### config.mk
export PLATFORM = sky130hd
export DESIGN_NAME = sum_accumulator
export DESIGN_NICKNAME = d
export VERILOG_FILES = /design/src/rtl/sum_accumulator_pkg.sv /design/src/rtl/sum_accumulator_add.sv /design/src/rtl/sum_accumulator.sv
export SDC_FILE = /design/constraint.sdc
export NUM_CORES = 1
export LEC_CHECK = 0
export ABC_AREA = 1
export BUFFER_PORTS_ARGS = -buffer_cell sky130_fd_sc_hd__buf_2
export CORE_UTILIZATION = 36
export DETAILED_ROUTE_END_ITERATION = 10
export HOLD_SLACK_MARGIN = 0.03
export PLACE_DENSITY = 0.54
export REMOVE_ABC_BUFFERS = 1
export SKIP_CTS_REPAIR_TIMING = 1
export SYNTH_ARGS = -nofsm -noshare
export SYNTH_HDL_FRONTEND = slang
export SYNTH_HIERARCHICAL = 1
export SYNTH_SLANG_ARGS = --single-unit
### constraint.sdc
create_clock -name IN_clk -period 4.35 [get_ports IN_clk]
set_input_delay 0.87 -clock IN_clk [delete_from_list [all_inputs] [get_ports IN_clk]]
set_output_delay 0.87 -clock IN_clk [all_outputs]
set_load 0.05 [all_outputs]
### src/rtl/sum_accumulator_pkg.sv
// Shared types and width helpers for the sum_accumulator block.
// Imported by sum_accumulator and sum_accumulator_add.
package sum_accumulator_pkg;

    typedef enum logic [1:0] {
        IDLE  = 2'd0,
        ACCUM = 2'd1,
        DONE  = 2'd2
    } state_e;

    // Two guard bits cover a 4-sample frame of full-scale inputs without carry.
    function automatic int acc_width_f(input int width);
        return width + 2;
    endfunction

    // Counter must represent COUNT itself, hence COUNT+1 codes.
    function automatic int cnt_width_f(input int count);
        return $clog2(count + 1);
    endfunction

endpackage

### src/rtl/sum_accumulator_add.sv
// Combinational accumulator adder with zero-extended sample operand.
// SUM_ACCUMULATOR_SATURATE_EN selects clamp-to-max instead of modulo wrap.
module sum_accumulator_add #(
    parameter int WIDTH     = 2,
    parameter int ACC_WIDTH = 4
) (
    input  logic [ACC_WIDTH-1:0] acc_i,
    input  logic [WIDTH-1:0]     sum_i,
    output logic [ACC_WIDTH-1:0] result_o,
    output logic                 overflow_o
);

    // Wide enough for the exact sum even if a sample is wider than the accumulator.
    localparam int SW = ((ACC_WIDTH > WIDTH) ? ACC_WIDTH : WIDTH) + 1;

    logic [SW-1:0] full_sum;

    always_comb begin
        full_sum   = SW'(acc_i) + SW'(sum_i);
        overflow_o = |full_sum[SW-1:ACC_WIDTH];
`ifdef SUM_ACCUMULATOR_SATURATE_EN
        result_o   = overflow_o ? {ACC_WIDTH{1'b1}} : full_sum[ACC_WIDTH-1:0];
`else
        result_o   = full_sum[ACC_WIDTH-1:0];
`endif
    end

endmodule

### src/rtl/sum_accumulator.sv
// Frames COUNT incoming sums into one total delivered over a valid/ready handshake.
// Overflow behaviour (wrap or saturate) follows SUM_ACCUMULATOR_SATURATE_EN.
module sum_accumulator
    import sum_accumulator_pkg::*;
#(
    parameter int WIDTH     = 2,
    parameter int COUNT     = 4,
    parameter int ACC_WIDTH = acc_width_f(WIDTH),
    parameter int CNT_WIDTH = cnt_width_f(COUNT)
) (
    input  logic                 IN_clk,
    input  logic                 IN_rst_n,
    input  logic                 IN_clear,
    input  logic                 IN_sum_valid,
    output logic                 OUT_sum_ready,
    input  logic [WIDTH-1:0]     IN_sum,
    output logic                 OUT_acc_valid,
    input  logic                 IN_acc_ready,
    output logic [ACC_WIDTH-1:0] OUT_acc,
    output logic [CNT_WIDTH-1:0] OUT_count,
    output logic                 OUT_overflow
);

    state_e                 state_q, state_d;
    logic [ACC_WIDTH-1:0]   acc_q, acc_d;
    logic [CNT_WIDTH-1:0]   cnt_q, cnt_d;
    logic                   ovf_q, ovf_d;
    logic                   ready_q, ready_d;

    logic [ACC_WIDTH-1:0]   add_result;
    logic                   add_overflow;
    logic [CNT_WIDTH-1:0]   cnt_inc;
    logic                   accept;

    sum_accumulator_add #(
        .WIDTH     (WIDTH),
        .ACC_WIDTH (ACC_WIDTH)
    ) u_add (
        .acc_i      (acc_q),
        .sum_i      (IN_sum),
        .result_o   (add_result),
        .overflow_o (add_overflow)
    );

    assign accept  = IN_sum_valid && ready_q;
    assign cnt_inc = cnt_q + CNT_WIDTH'(1);

    always_comb begin
        state_d = state_q;
        acc_d   = acc_q;
        cnt_d   = cnt_q;
        ovf_d   = ovf_q;

        if (IN_clear) begin
            state_d = IDLE;
            acc_d   = '0;
            cnt_d   = '0;
            ovf_d   = 1'b0;
        end else begin
            case (state_q)
                IDLE, ACCUM: begin
                    if (accept) begin
                        acc_d   = add_result;
                        ovf_d   = ovf_q | add_overflow;
                        cnt_d   = cnt_inc;
                        state_d = (cnt_inc == CNT_WIDTH'(COUNT)) ? DONE : ACCUM;
                    end
                end
                DONE: begin
                    if (IN_acc_ready) begin
                        state_d = IDLE;
                        acc_d   = '0;
                        cnt_d   = '0;
                        ovf_d   = 1'b0;
                    end
                end
                default: begin
                    state_d = IDLE;
                    acc_d   = '0;
                    cnt_d   = '0;
                    ovf_d   = 1'b0;
                end
            endcase
        end

        // Ready is registered so it stays low while reset is held.
        ready_d = (state_d != DONE);
    end

    always_ff @(posedge IN_clk or negedge IN_rst_n) begin
        if (!IN_rst_n) begin
            state_q <= IDLE;
            acc_q   <= '0;
            cnt_q   <= '0;
            ovf_q   <= 1'b0;
            ready_q <= 1'b0;
        end else begin
            state_q <= state_d;
            acc_q   <= acc_d;
            cnt_q   <= cnt_d;
            ovf_q   <= ovf_d;
            ready_q <= ready_d;
        end
    end

    assign OUT_sum_ready = ready_q;
    assign OUT_acc_valid = (state_q == DONE);
    assign OUT_acc       = acc_q;
    assign OUT_count     = cnt_q;
    assign OUT_overflow  = ovf_q;

endmodule

* Word level (Yosys, flattened, before mapping)
Cells that the tools add are included.
** Word-level totals
- Bits in registers :: 11
- Bits of input ports :: 7
- Output and inout bits :: 10
- Logic and storage cells :: 35
** Cells by class
- Add/subtract/negate cells :: 2
- Equality and inequality tests :: 6
- Muxes and demuxes :: 17
- Bitwise logic cells :: 1
- Reduce and logical (&&, ||, !) cells :: 4
** Operators with widths (count)
- two-way mux 4 bit :: 3
- two-way mux 3 bit :: 3
- two-way mux 2 bit :: 4
- one-hot mux 4 bit (2 select lines) :: 1
- one-hot mux 3 bit (2 select lines) :: 1
- adder 4 x 2 -> 5 bit :: 1
- one-hot mux 2 bit (2 select lines) :: 1
- adder 3 x 1 -> 3 bit, second input constant :: 1
- equality test 3 bit, second input constant :: 1
- two-way mux 1 bit :: 3
- != test 3 x 2 -> 1 bit, second input constant :: 1
- != test 3 bit, second input constant :: 1
- equality test 2 x 1 -> 1 bit, second input constant :: 1
- equality test 2 bit, second input constant :: 1
- logical NOT 2 bit :: 1
- != test 2 bit, second input constant :: 1
- one-hot mux 1 bit (2 select lines) :: 1
- AND reduction 2 bit :: 1
- OR reduction 2 bit :: 1
- logical AND 1 bit :: 1
- OR 1 bit :: 1

* Longest topological paths before layout
- Word-level depth :: 7
- Depth in mapped cells :: 9
- Depth with buffers taken out :: 9

* Cells and area by module
Netlist, hierarchy kept.
** Modules (own cells, without submodules)
- sum_accumulator :: instances 1, cells an instance 71, area each 564.3 um2, seq. area each 275.3 um2
- sum_accumulator_add :: instances 1, cells an instance 19, area each 113.9 um2, seq. area each 0.0 um2

* Worst setup path before layout
Ideal clock, no wire load.
- Kind :: in2reg
- Start :: input IN_sum[0]
- End :: register acc_q[2], in the netlist OUT_acc[2]
- Library setup time :: 0.120 ns
- Data arrival time :: 1.818 ns
- Data required time :: 4.230 ns
- Setup slack :: 2.412 ns
- Stages :: 8
- Buffers on the path :: 0
- Path through :: ha_1 inv_1 fa_1 xnor2_1 nand2_1 nor2_1 nand3_1 nand2_1
** On the way
- Cells in the longest elaborated chain, start to end :: 4
** RTL lines
- start, declared :: line sum_accumulator.sv:16 : input logic [WIDTH-1:0] IN_sum,
- adder 4 x 2 -> 5 bit :: line sum_accumulator_add.sv:19 : full_sum = SW'(acc_i) + SW'(sum_i);
- via add_result[2] :: line sum_accumulator.sv:30 : logic [ACC_WIDTH-1:0] add_result;
- two-way mux 4 bit :: line sum_accumulator.sv:62 : if (accept) begin
- one-hot mux 4 bit (2 select lines) :: line sum_accumulator.sv:60 : case (state_q)
- two-way mux 4 bit :: line sum_accumulator.sv:54 : if (IN_clear) begin
- end signal, assigned :: line sum_accumulator.sv:93 : acc_q <= '0;
- end signal, assigned :: line sum_accumulator.sv:99 : acc_q <= acc_d;
- end, declared :: line sum_accumulator.sv:25 : logic [ACC_WIDTH-1:0] acc_q, acc_d;
The timed path passes the listed nets, and every way through them passes these cells. The select of a mux whose other input is x is not followed.
A chain may end at the register's enable or synchronous reset.

* Worst setup path after layout
- Start :: register state_q[1]
- End :: output OUT_acc_valid
** On the way
- Cells in the longest elaborated chain, start to end :: 1
** RTL lines
- start, declared :: line sum_accumulator.sv:24 : state_e state_q, state_d;
- start signal, assigned :: line sum_accumulator.sv:98 : state_q <= state_d;
- equality test 2 bit :: line sum_accumulator.sv:107 : assign OUT_acc_valid = (state_q == DONE);
- end, declared :: line sum_accumulator.sv:17 : output logic OUT_acc_valid,
Every way passes these cells.

==> results.sh <==
export IMPL_synth_distinct_cells=15
export IMPL_finalCritPeriodShare_pct=45.4
export IMPL_synthDominantCellAreaShare_pct=40.6
export IMPL_ys_warn_count=6
export IMPL_cts_buffers=3
export IMPL_grt_pass1_wl_mm=2.36
export IMPL_rows=15
export IMPL_crit_required_ns=3.48
export IMPL_firstDrtPassIters=4
export IMPL_yosysSeqAreaShare_pct=40.6
export IMPL_root_buffer="clkbuf_4"
export IMPL_synth_area_top_cells="dfrtp_1, nand2_1, nand3_1, ha_1, nor2_1"
export IMPL_htree_levels=1
export IMPL_crit_path_end_kind="output port"
export IMPL_fin_skew_ns=0.00152
export IMPL_wl_per_cell_um=10.4
export IMPL_port_buffer_count=16
export IMPL_synth_edf_count=0
export IMPL_path_cells="inv_2, nor2_4, buf_2"
export IMPL_critPathMaxFanout=7
export IMPL_synthCells=90
export IMPL_clockBufferDepth=2
export IMPL_ys_top_cells_by_count="nand2_1, nor2_1, dfrtp_1, inv_1, nand3_1"
export IMPL_grt_max_degree=12
export IMPL_yosys_area_top_type="dfrtp_1"
export IMPL_rsz0062_at_grt="no"
export IMPL_netlist_area_um2=678
export IMPL_hp_class="in2async"
export IMPL_grt_pass1_vias=543
export IMPL_clock_sinks=11
export IMPL_multiInputGateArea_um2=347
export IMPL_finalNetCount=122
export IMPL_critPathBufInv=2
export IMPL_outcome="completed"
export IMPL_cts_tree="yes"
export IMPL_start_util_pct=38.9
export IMPL_startpoint_type="flip-flop"
export IMPL_peakVddDrop_v=0.000213
export IMPL_die_area_um2=2060
export IMPL_synthMostInstantiatedCell="nand2_1"
export IMPL_drv_slew=0
export IMPL_die_w_um=45.4
export IMPL_vias=611
export IMPL_drive_gt1_share_pct=22.9
export IMPL_setup_violations=0
export IMPL_antenna_found_initial=0
export IMPL_tightestPinTransition_ns=0.268
export IMPL_grt_overflow_total=0
export IMPL_io_pins=17
export IMPL_antennaDiodeCount=0
export IMPL_drcViolationCount=0
export IMPL_fp_coreArea_um2=1750
export IMPL_max_stage_delay_ns=0.38
export IMPL_critPathTopFamily="flip-flops"
export IMPL_fillers=186
export IMPL_maxCapViolCount=0
export IMPL_synth_ff_latch_count=11
export IMPL_synth_flop_cell="dfrtp_1"
export IMPL_critPathArrivalTime_ns=1.11
export IMPL_path_clk_slew_ns=0.07
export IMPL_crit_type="reg2out"
export IMPL_fin_tns_setup_ns=0
export IMPL_die_y_um=45.4
export IMPL_vias_per_cell=4.56
export IMPL_dp_hpwl_mm=1.00
export IMPL_fmax_mhz=506
export IMPL_postRouteAntennaNets=0
export IMPL_placed_area_um2=778
export IMPL_area_growth_pct=18.6
export IMPL_powerDensity_nw_per_um2=381
export IMPL_track_usage_pct=16.6
export IMPL_grt_use_met1_pct=21.8
export IMPL_slowest_stage="dfrtp_1"
export IMPL_grt_busiest_layer="met2"
export IMPL_fin_crit_ns=1.98
export IMPL_design_area_um2=805
export IMPL_use_met3_pct=4.37
export IMPL_avgSynthCellArea_um2=7.54
export IMPL_grt_use_met2_pct=24.6
export IMPL_clk_latency_ns=0.26
export IMPL_seq_area_um2=275
export IMPL_hold_viol=0
export IMPL_drtIter0Drc=15
export IMPL_wl_mm=1.40
export IMPL_ff2ff_setup_slack_ns=2.81
export IMPL_hold_slack_ns=0.466
export IMPL_leakage_nw=0.456
export IMPL_async_reset_ff_share_pct=100
export IMPL_slew_headroom_pct=82.1
export IMPL_place_congestion=0.703
-- flip-flops by register name, summed over array words and instances, names as in the netlist --
register and flops:
OUT_sum_ready 1, OUT_overflow 1, state_q 2, OUT_count 3, OUT_acc 4
-- where the power goes --
group	internal [mW]	switching (mW)	leakage [nW]
sequential	0.114	0.0128	0.142
clock	0.0355	0.0344	0.0150
combinational	0.0327	0.0774	0.299
-- cell type report --
| type | instances | area share (%) |
|---|---|---|
| inverter | 12 | 5.60 |
| clock buffer | 4 | 3.27 |
| tap | 25 | 3.89 |
| timing repair buffer | 16 | 9.95 |
| multi-input combinational | 66 | 43.1 |
| sequential | 11 | 34.2 |
-- stage by stage --
step	util [%]	total power, mW	cells	setup WS, ns
6_report	46.1	0.307	134	2.37
3_5_place_dp	44.6	0.239	130	2.26
2_1_floorplan	-	0.212	89	2.41
4_1_cts	46.1	0.311	134	2.36
5_1_grt	46.1	0.329	134	2.28
3_3_place_gp	44.6	0.238	130	2.28
-- layout by cell type (no fill, tap or decap), drive strengths merged --
cell type	synthesis	routed
nand2	33	33
inv	12	12
xnor2	1	1
dfrtp	11	11
nand3	11	11
nor2	15	15
o21ai	1	1
ha	4	4
clkbuf	0	4
buf	1	16
fa	1	1
-- kinds of logic after synthesis --
| logic type | count (synthesis) | synth area share, % |
|---|---|---|
| and+or+nand+nor | 59 | 38.7 |
| buffers and inverters | 13 | 8.30 |
| DFF | 11 | 40.6 |
| adders and majority gates | 5 | 10.3 |
| AOI/OAI and AO/OA | 1 | 0.737 |
| xor gates and xnor gates | 1 | 1.29 |
-- final timing paths --
| check | start | to | cells past startpoint |
|---|---|---|---|
| worst max-delay path | state_q[1] | OUT_acc_valid | 3 |
| worst min-delay path | IN_rst_n | OUT_sum_ready | 1 |
| worst max register to register | OUT_acc[0] | OUT_acc[2] | 8 |
| worst min register to register | OUT_count[2] | OUT_count[2] | 2 |
| max in group asynchronous | IN_rst_n | OUT_acc[3] | 1 |
| min in group IN_clk | OUT_count[2] | OUT_count[2] | 2 |
-- layer usage --
metal,vias up,share of wire (%)
li1,314,-
met1,282,48
met2,13,48
met3,2,4.0
met4,0,0.86
met5,-,0
No activity file was read; power rests on OpenSTA's default activity.
